$ cat config.mk
export PLATFORM = sky130hd
export DESIGN_NAME = ascon_perm_ctrl_flat
export DESIGN_NICKNAME = d
export VERILOG_FILES = /design/src/rtl/ascon_perm_if.sv /design/src/rtl/ascon_perm_ctrl.sv /design/src/flat_wrapper.sv
export SDC_FILE = /design/constraint.sdc
export NUM_CORES = 1
export LEC_CHECK = 0
export BUFFER_PORTS_ARGS = -buffer_cell sky130_fd_sc_hd__buf_2
export CAP_MARGIN = 20
export CORE_AREA = 3 3 40 42
export CTS_CLUSTER_DIAMETER = 120
export DETAILED_ROUTE_END_ITERATION = 7
export DIE_AREA = 0 0 43 45
export PLACE_DENSITY = 0.54
export SLEW_MARGIN = 20
export SYNTH_ARGS = -nofsm -noshare
export SYNTH_HDL_FRONTEND = slang
export SYNTH_SLANG_ARGS = --single-unit
$ cat constraint.sdc
create_clock -name clock_i -period 1.7 [get_ports clock_i]
set_input_delay 0.085 -clock clock_i [delete_from_list [all_inputs] [get_ports clock_i]]
set_output_delay 0.085 -clock clock_i [all_outputs]
set_load 0.1 [all_outputs]
$ cat src/rtl/ascon_perm_if.sv
// Handshake bundle between the ASCON mode FSM / round counter and the permutation controller.
interface ascon_perm_if;
    logic       start_a_i;
    logic       start_b_i;
    logic [3:0] count_i;
    logic       ena_cnt_o;
    logic       init_a_o;
    logic       init_b_o;
    logic       state_en_o;
    logic       sel_in_o;
    logic [7:0] round_const_o;
    logic       busy_o;
    logic       done_o;

    modport master (
        output start_a_i, start_b_i, count_i,
        input  ena_cnt_o, init_a_o, init_b_o, state_en_o, sel_in_o,
               round_const_o, busy_o, done_o
    );

    modport slave (
        input  start_a_i, start_b_i, count_i,
        output ena_cnt_o, init_a_o, init_b_o, state_en_o, sel_in_o,
               round_const_o, busy_o, done_o
    );
endinterface

$ cat src/rtl/ascon_perm_ctrl.sv
// Sequences p^a / p^b runs over the shared round counter and decodes the
// per-round datapath controls and constant from the counter value.
module ascon_perm_ctrl #(
    parameter int ROUNDS_A = 12,
    parameter int ROUNDS_B = 8
) (
    input  logic         clock_i,
    input  logic         resetb_i,
    ascon_perm_if.slave  bus
);

    localparam logic [3:0] LAST_ROUND = 4'(ROUNDS_A - 1);

    typedef enum logic [1:0] {
        IDLE,
        ROUND,
        DONE
    } state_t;

    state_t state_q, state_d;
    logic   first_q, first_d;

    always_comb begin
        state_d         = state_q;
        first_d         = first_q;
        bus.ena_cnt_o   = 1'b0;
        bus.init_a_o    = 1'b0;
        bus.init_b_o    = 1'b0;
        bus.state_en_o  = 1'b0;
        bus.sel_in_o    = 1'b0;
        bus.busy_o      = 1'b0;
        bus.done_o      = 1'b0;
        unique case (state_q)
            IDLE: begin
                // Gate the start decode so every control stays low while reset is held.
                if (resetb_i && bus.start_a_i) begin
                    bus.ena_cnt_o = 1'b1;
                    bus.init_a_o  = 1'b1;
                    first_d       = 1'b1;
                    state_d       = ROUND;
                end else if (resetb_i && bus.start_b_i) begin
                    bus.ena_cnt_o = 1'b1;
                    bus.init_b_o  = 1'b1;
                    first_d       = 1'b1;
                    state_d       = ROUND;
                end
            end
            ROUND: begin
                bus.busy_o     = 1'b1;
                bus.state_en_o = 1'b1;
                bus.sel_in_o   = first_q;
                first_d        = 1'b0;
                // Out-of-range counts are treated as the last round so a run always ends.
                if (bus.count_i >= LAST_ROUND) begin
                    state_d = DONE;
                end else begin
                    bus.ena_cnt_o = 1'b1;
                end
            end
            DONE: begin
                bus.done_o = 1'b1;
                state_d    = IDLE;
            end
            default: begin
                state_d = IDLE;
            end
        endcase
    end

    always_ff @(posedge clock_i or negedge resetb_i) begin
        if (!resetb_i) begin
            state_q <= IDLE;
            first_q <= 1'b0;
        end else begin
            state_q <= state_d;
            first_q <= first_d;
        end
    end

    assign bus.round_const_o = {4'hF - bus.count_i, bus.count_i};

endmodule

$ cat src/flat_wrapper.sv
// flat-port wrapper written by rule: the top's interface ports become plain ports
module ascon_perm_ctrl_flat 
#(
    parameter int ROUNDS_A = 12,
    parameter int ROUNDS_B = 8
)
  (clock_i, resetb_i, bus_start_a_i, bus_start_b_i, bus_count_i, bus_ena_cnt_o, bus_init_a_o, bus_init_b_o, bus_state_en_o, bus_sel_in_o, bus_round_const_o, bus_busy_o, bus_done_o);
  ascon_perm_if bus_i ();
  input  logic clock_i;
  input  logic resetb_i;
  input wire logic [$bits(bus_i.start_a_i)-1:0] bus_start_a_i;
  input wire logic [$bits(bus_i.start_b_i)-1:0] bus_start_b_i;
  input wire logic [$bits(bus_i.count_i)-1:0] bus_count_i;
  output wire logic [$bits(bus_i.ena_cnt_o)-1:0] bus_ena_cnt_o;
  output wire logic [$bits(bus_i.init_a_o)-1:0] bus_init_a_o;
  output wire logic [$bits(bus_i.init_b_o)-1:0] bus_init_b_o;
  output wire logic [$bits(bus_i.state_en_o)-1:0] bus_state_en_o;
  output wire logic [$bits(bus_i.sel_in_o)-1:0] bus_sel_in_o;
  output wire logic [$bits(bus_i.round_const_o)-1:0] bus_round_const_o;
  output wire logic [$bits(bus_i.busy_o)-1:0] bus_busy_o;
  output wire logic [$bits(bus_i.done_o)-1:0] bus_done_o;
  assign bus_i.start_a_i = bus_start_a_i;
  assign bus_i.start_b_i = bus_start_b_i;
  assign bus_i.count_i = bus_count_i;
  assign bus_ena_cnt_o = bus_i.ena_cnt_o;
  assign bus_init_a_o = bus_i.init_a_o;
  assign bus_init_b_o = bus_i.init_b_o;
  assign bus_state_en_o = bus_i.state_en_o;
  assign bus_sel_in_o = bus_i.sel_in_o;
  assign bus_round_const_o = bus_i.round_const_o;
  assign bus_busy_o = bus_i.busy_o;
  assign bus_done_o = bus_i.done_o;
  ascon_perm_ctrl #(.ROUNDS_A(ROUNDS_A), .ROUNDS_B(ROUNDS_B)) u_core (.clock_i(clock_i), .resetb_i(resetb_i), .bus(bus_i));
endmodule
## Yosys cells after proc, flatten, opt, wreduce, memory -nomap -nowiden

Index checks and enable logic that the tools add are counted.

- Output and inout bits: 15
- Register bits after elaboration: 3
- Bits in writable memories: 0
- Memory bits (read-only): 0
- Memories kept: 0
- Latch bits: 0

- Eq/ne operators: 4
- Bitwise gates (word level): 0
- Reduce and logical (&&, ||, !) cells: 6
- $lt $le $gt $ge: 1
- Divide/modulo/power cells: 0
- Add/subtract/negate cells: 1
- Shift-type cells: 0
- $mul: 0
- Mux-type cells: 18

Operators by type and width:

| kind | count |
|---|---|
| 1-bit 2-to-1 mux | 12 |
| 2-bit 2-to-1 mux | 3 |
| 4-bit >= comparator, second input constant | 1 |
| 1-bit case mux with 2 select lines | 2 |
| 2-bit case mux with 2 select lines | 1 |
| 2-bit AND reduction | 2 |
| 4-bit subtractor, first input constant | 1 |
| 3-bit by 1-bit inequality test with 1-bit output, second input constant | 1 |
| 2-bit by 1-bit equality test with 1-bit output, second input constant | 1 |
| 2-bit equality test, second input constant | 1 |
| 1-bit logical AND | 2 |
| 2-bit logical NOT | 1 |
| 2-bit by 1-bit inequality test with 1-bit output, second input constant | 1 |
| 2-bit nonzero test | 1 |

## Depth between registers and ports, before layout

- Depth in word-level cells: 4
- Depth in mapped cells: 3
- Gate-level depth less buffers: 3

## Least setup slack after synthesis

OpenSTA, ideal clock, no wires.

- Path kind: flip-flop to output port
- From: reg u_core.state_q[1]
- To: out bus_init_b_o
- Slack: -1.997 ns
- Cell stages (with the launch flop): 3
- Arrival time: 3.612 ns
- Cell sequence: dfrtp_1 -> nand2b_4 -> nor4b_1

- Longest elaborated chain between the ends: 2

RTL lines:

| item | line | RTL |
|---|---|---|
| start, declared | ascon_perm_ctrl.sv:20 | `state_t state_q, state_d;` |
| start signal, assigned | ascon_perm_ctrl.sv:75 | `state_q <= state_d;` |
| 2-bit logical NOT | ascon_perm_ctrl.sv:33 | `unique case (state_q)` |
| 1-bit 2-to-1 mux | ascon_perm_ctrl.sv:33 |  |
| end, declared | flat_wrapper.sv:16 | `output wire logic [$bits(bus_i.init_b_o)-1:0] bus_init_b_o;` |

Every way passes these cells.

## Worst setup path after layout

- From: in resetb_i
- To: out bus_ena_cnt_o

- Longest elaborated chain between the ends: 4
- Elaborated cells between the ends (all ways): 5
- Classes of those cells: mux (3); reduce/logical (2)

RTL lines:

| item | line | RTL |
|---|---|---|
| start, declared | flat_wrapper.sv:10 | `input logic resetb_i;` |
| 1-bit logical AND | ascon_perm_ctrl.sv:41 | `end else if (resetb_i && bus.start_b_i) begin` |
| 1-bit 2-to-1 mux | ascon_perm_ctrl.sv:41 |  |
| 1-bit 2-to-1 mux (*) | ascon_perm_ctrl.sv:36 | `if (resetb_i && bus.start_a_i) begin` |
| 1-bit case mux with 2 select lines (*) | ascon_perm_ctrl.sv:33 |  |
| end, declared | flat_wrapper.sv:14 | `output wire logic [$bits(bus_i.ena_cnt_o)-1:0] bus_ena_cnt_o;` |

Mark *: on every way between the ends. The rest lies on a longest branch, timed or not.

==> results.sh <==
export IMPL_start_util=0.1879
export IMPL_synth_avg_cell_area_um2=8.944
export IMPL_rows=13
export IMPL_crit_start="resetb_i"
export IMPL_diodes=0
export IMPL_synth_compound_area_frac=0.1295
export IMPL_cts_tree="built"
export IMPL_required_ns=1.62
export IMPL_tns_ns=0
export IMPL_min_period_ns=1.628
export IMPL_synth_seq_area_share=0.3109
export IMPL_slew_viol_final=0
export IMPL_synth_simple_gate_area_frac=0.3420
export IMPL_synth_top_family_by_area="simple AND/OR/NAND/NOR gates"
export IMPL_r2r_start="u_core.state_q[0]"
export IMPL_clock_latency_ns=0.23
export IMPL_synth_fa_ha_area_frac=0
export IMPL_cts_path_max_buffers=2
export IMPL_yosys_area_top_type_share=0.3109
export IMPL_synthMuxAreaShare=0
export IMPL_grtUsageTotal=0.07346
export IMPL_critPathKind="in2out"
export IMPL_post_cts_buffers=0
export IMPL_die_w_um=43
export IMPL_drive_above_1_share=0.7143
export IMPL_hpwl_um=528.2
export IMPL_grt_overflow=0
export IMPL_cp_max_fo=5
export IMPL_finalSetupViolations=0
export IMPL_synth_edff_count=0
export IMPL_tightest_slew_ns=0.4917
export IMPL_htree_levels=1
export IMPL_min_delay_start="bus_count_i[3]"
export IMPL_yosysWarnings=0
export IMPL_root_buffer="clkbuf_4"
export IMPL_drtPass1Iterations=2
export IMPL_coreArea_um2=1285
export IMPL_final_common_cell="buf_2"
export IMPL_syn_nets=35
export IMPL_synth_largest_area_cell="dfrtp_1"
export IMPL_start_kind="input pin"
export IMPL_mostFrequentLayoutCells="19 x buf_2, 5 x clkbuf_4, 4 x inv_1"
export IMPL_antenna_found_initial=0
export IMPL_drt_vias_per_instance=3.750
export IMPL_grt_pass1_wl_mm=1.028
export IMPL_hold_viol=0
export IMPL_place_congestion=0.6336
export IMPL_dieHeight_um=45
export IMPL_drv_cap=0
export IMPL_holdWs_ns=0.1707
export IMPL_hold_class="in2reg"
export IMPL_place_port_buffers=22
export IMPL_ys_seq_elements=3
export IMPL_slew_headroom=0.6745
export IMPL_area_growth_pct=74.61
export IMPL_synthesis_area_um2=241.5
export IMPL_synthTopCellsByArea="dfrtp_1 31%, buf_4 16%, inv_1 6.2%"
export IMPL_wl_per_cell_um=9.734
export IMPL_synthXorXnorAreaFrac=0
export IMPL_drtAntennaViolNets=0
export IMPL_crit_arrival_ns=1.54
export IMPL_numCtsBuffers=3
export IMPL_grt_max_degree=7
export IMPL_vias=240
export IMPL_ys_types=16
export IMPL_nets=58
export IMPL_synthCells=27
export IMPL_endpoint_kind="primary output"
export IMPL_wirelength_um=623
export IMPL_cts_sinks=3
export IMPL_drtIter0Drc=1
export IMPL_grt_pass1_vias=253
export IMPL_path_clk_slew_ns=0.03
export IMPL_drc=0
export IMPL_fmax_mhz=614.4
export IMPL_async_reset_ff_frac=1.000
export IMPL_skew_ns=0.004281
export IMPL_status="completed"
export IMPL_fin_crit_sh=0.9574
export IMPL_synthFlopType="dfrtp_1"
export IMPL_io_pins=23
export IMPL_dieArea_um2=1935
==> path summary, 6_finish.rpt <==
check / to / slack, ns / cells past startpoint
setup / recovery: bus_ena_cnt_o / 0.07 / 6
hold / removal: u_core.state_q[1] / 0.17 / 2
setup reg to reg: u_core.state_q[0] / 0.61 / 3
hold reg to reg: u_core.first_q / 0.49 / 1
max in group asynchronous: u_core.state_q[1] / 1.35 / 2
min in group asynchronous: u_core.state_q[0] / 0.20 / 2
==> through the flow <==
stage,utilization,instance area [um2],cells,worst slack (ns)
4_1_cts,0.3194,410.4,64,0.04632
6_report,0.3281,421.7,64,0.07236
3_3_place_gp,0.2911,374.1,59,0.3636
3_5_place_dp,0.2911,374.1,59,0.3421
5_1_grt,0.3281,421.7,64,-0.001298
2_1_floorplan,-,267.8,27,-0.3908
==> what timing repair did <==
item                                    CTS  global route
endpoints found under the hold margin     3             0
hold buffers                              1             0
endpoints found under the setup margin    0             3
resized for setup                         0             3
==> routing by layer <==
layer,GRT usage,wire (um),part of all wire
met5,0,0,0
met4,0.07229,0,0
met3,0.01594,50,0.080
met2,0.1108,313,0.50
met1,0.08495,259,0.42
==> synthesized netlist by cell type (all sizes together), types with 2 or more instances <==
cell type	count
nor2	2
buf	5
dfrtp	3
inv	4
or2	2
==> layout make-up <==
class	instances	area, um2
clock buffers	4	26.28
fillers	153	863.3
inverters	4	15.01
multi-input cells	15	146.4
flip-flops and latches	3	75.07
well taps	15	18.77
repair buffers	23	140.1
==> state kept, by name (all words and copies together) (netlist names) <==
register and count:
u_core.first_q 1, u_core.state_q 2
==> kinds of logic (layout without fill, tap and decap cells) <==
kind of cell    after synthesis  count (layout)
simple gates                 11              11
buf+inv                       9              31
flops                         3               3
compound gates                4               4
==> worst max-delay path, stage by stage <==
cell           delay, ns
dlygate4sd3_1       0.53
buf_2               0.17
a21oi_1             0.19
a311oi_2            0.07
or2_2               0.33
buf_12              0.17
Power is not shown: default switching activity piles up to over one toggle a cycle in this logic, so the estimate is an artifact.
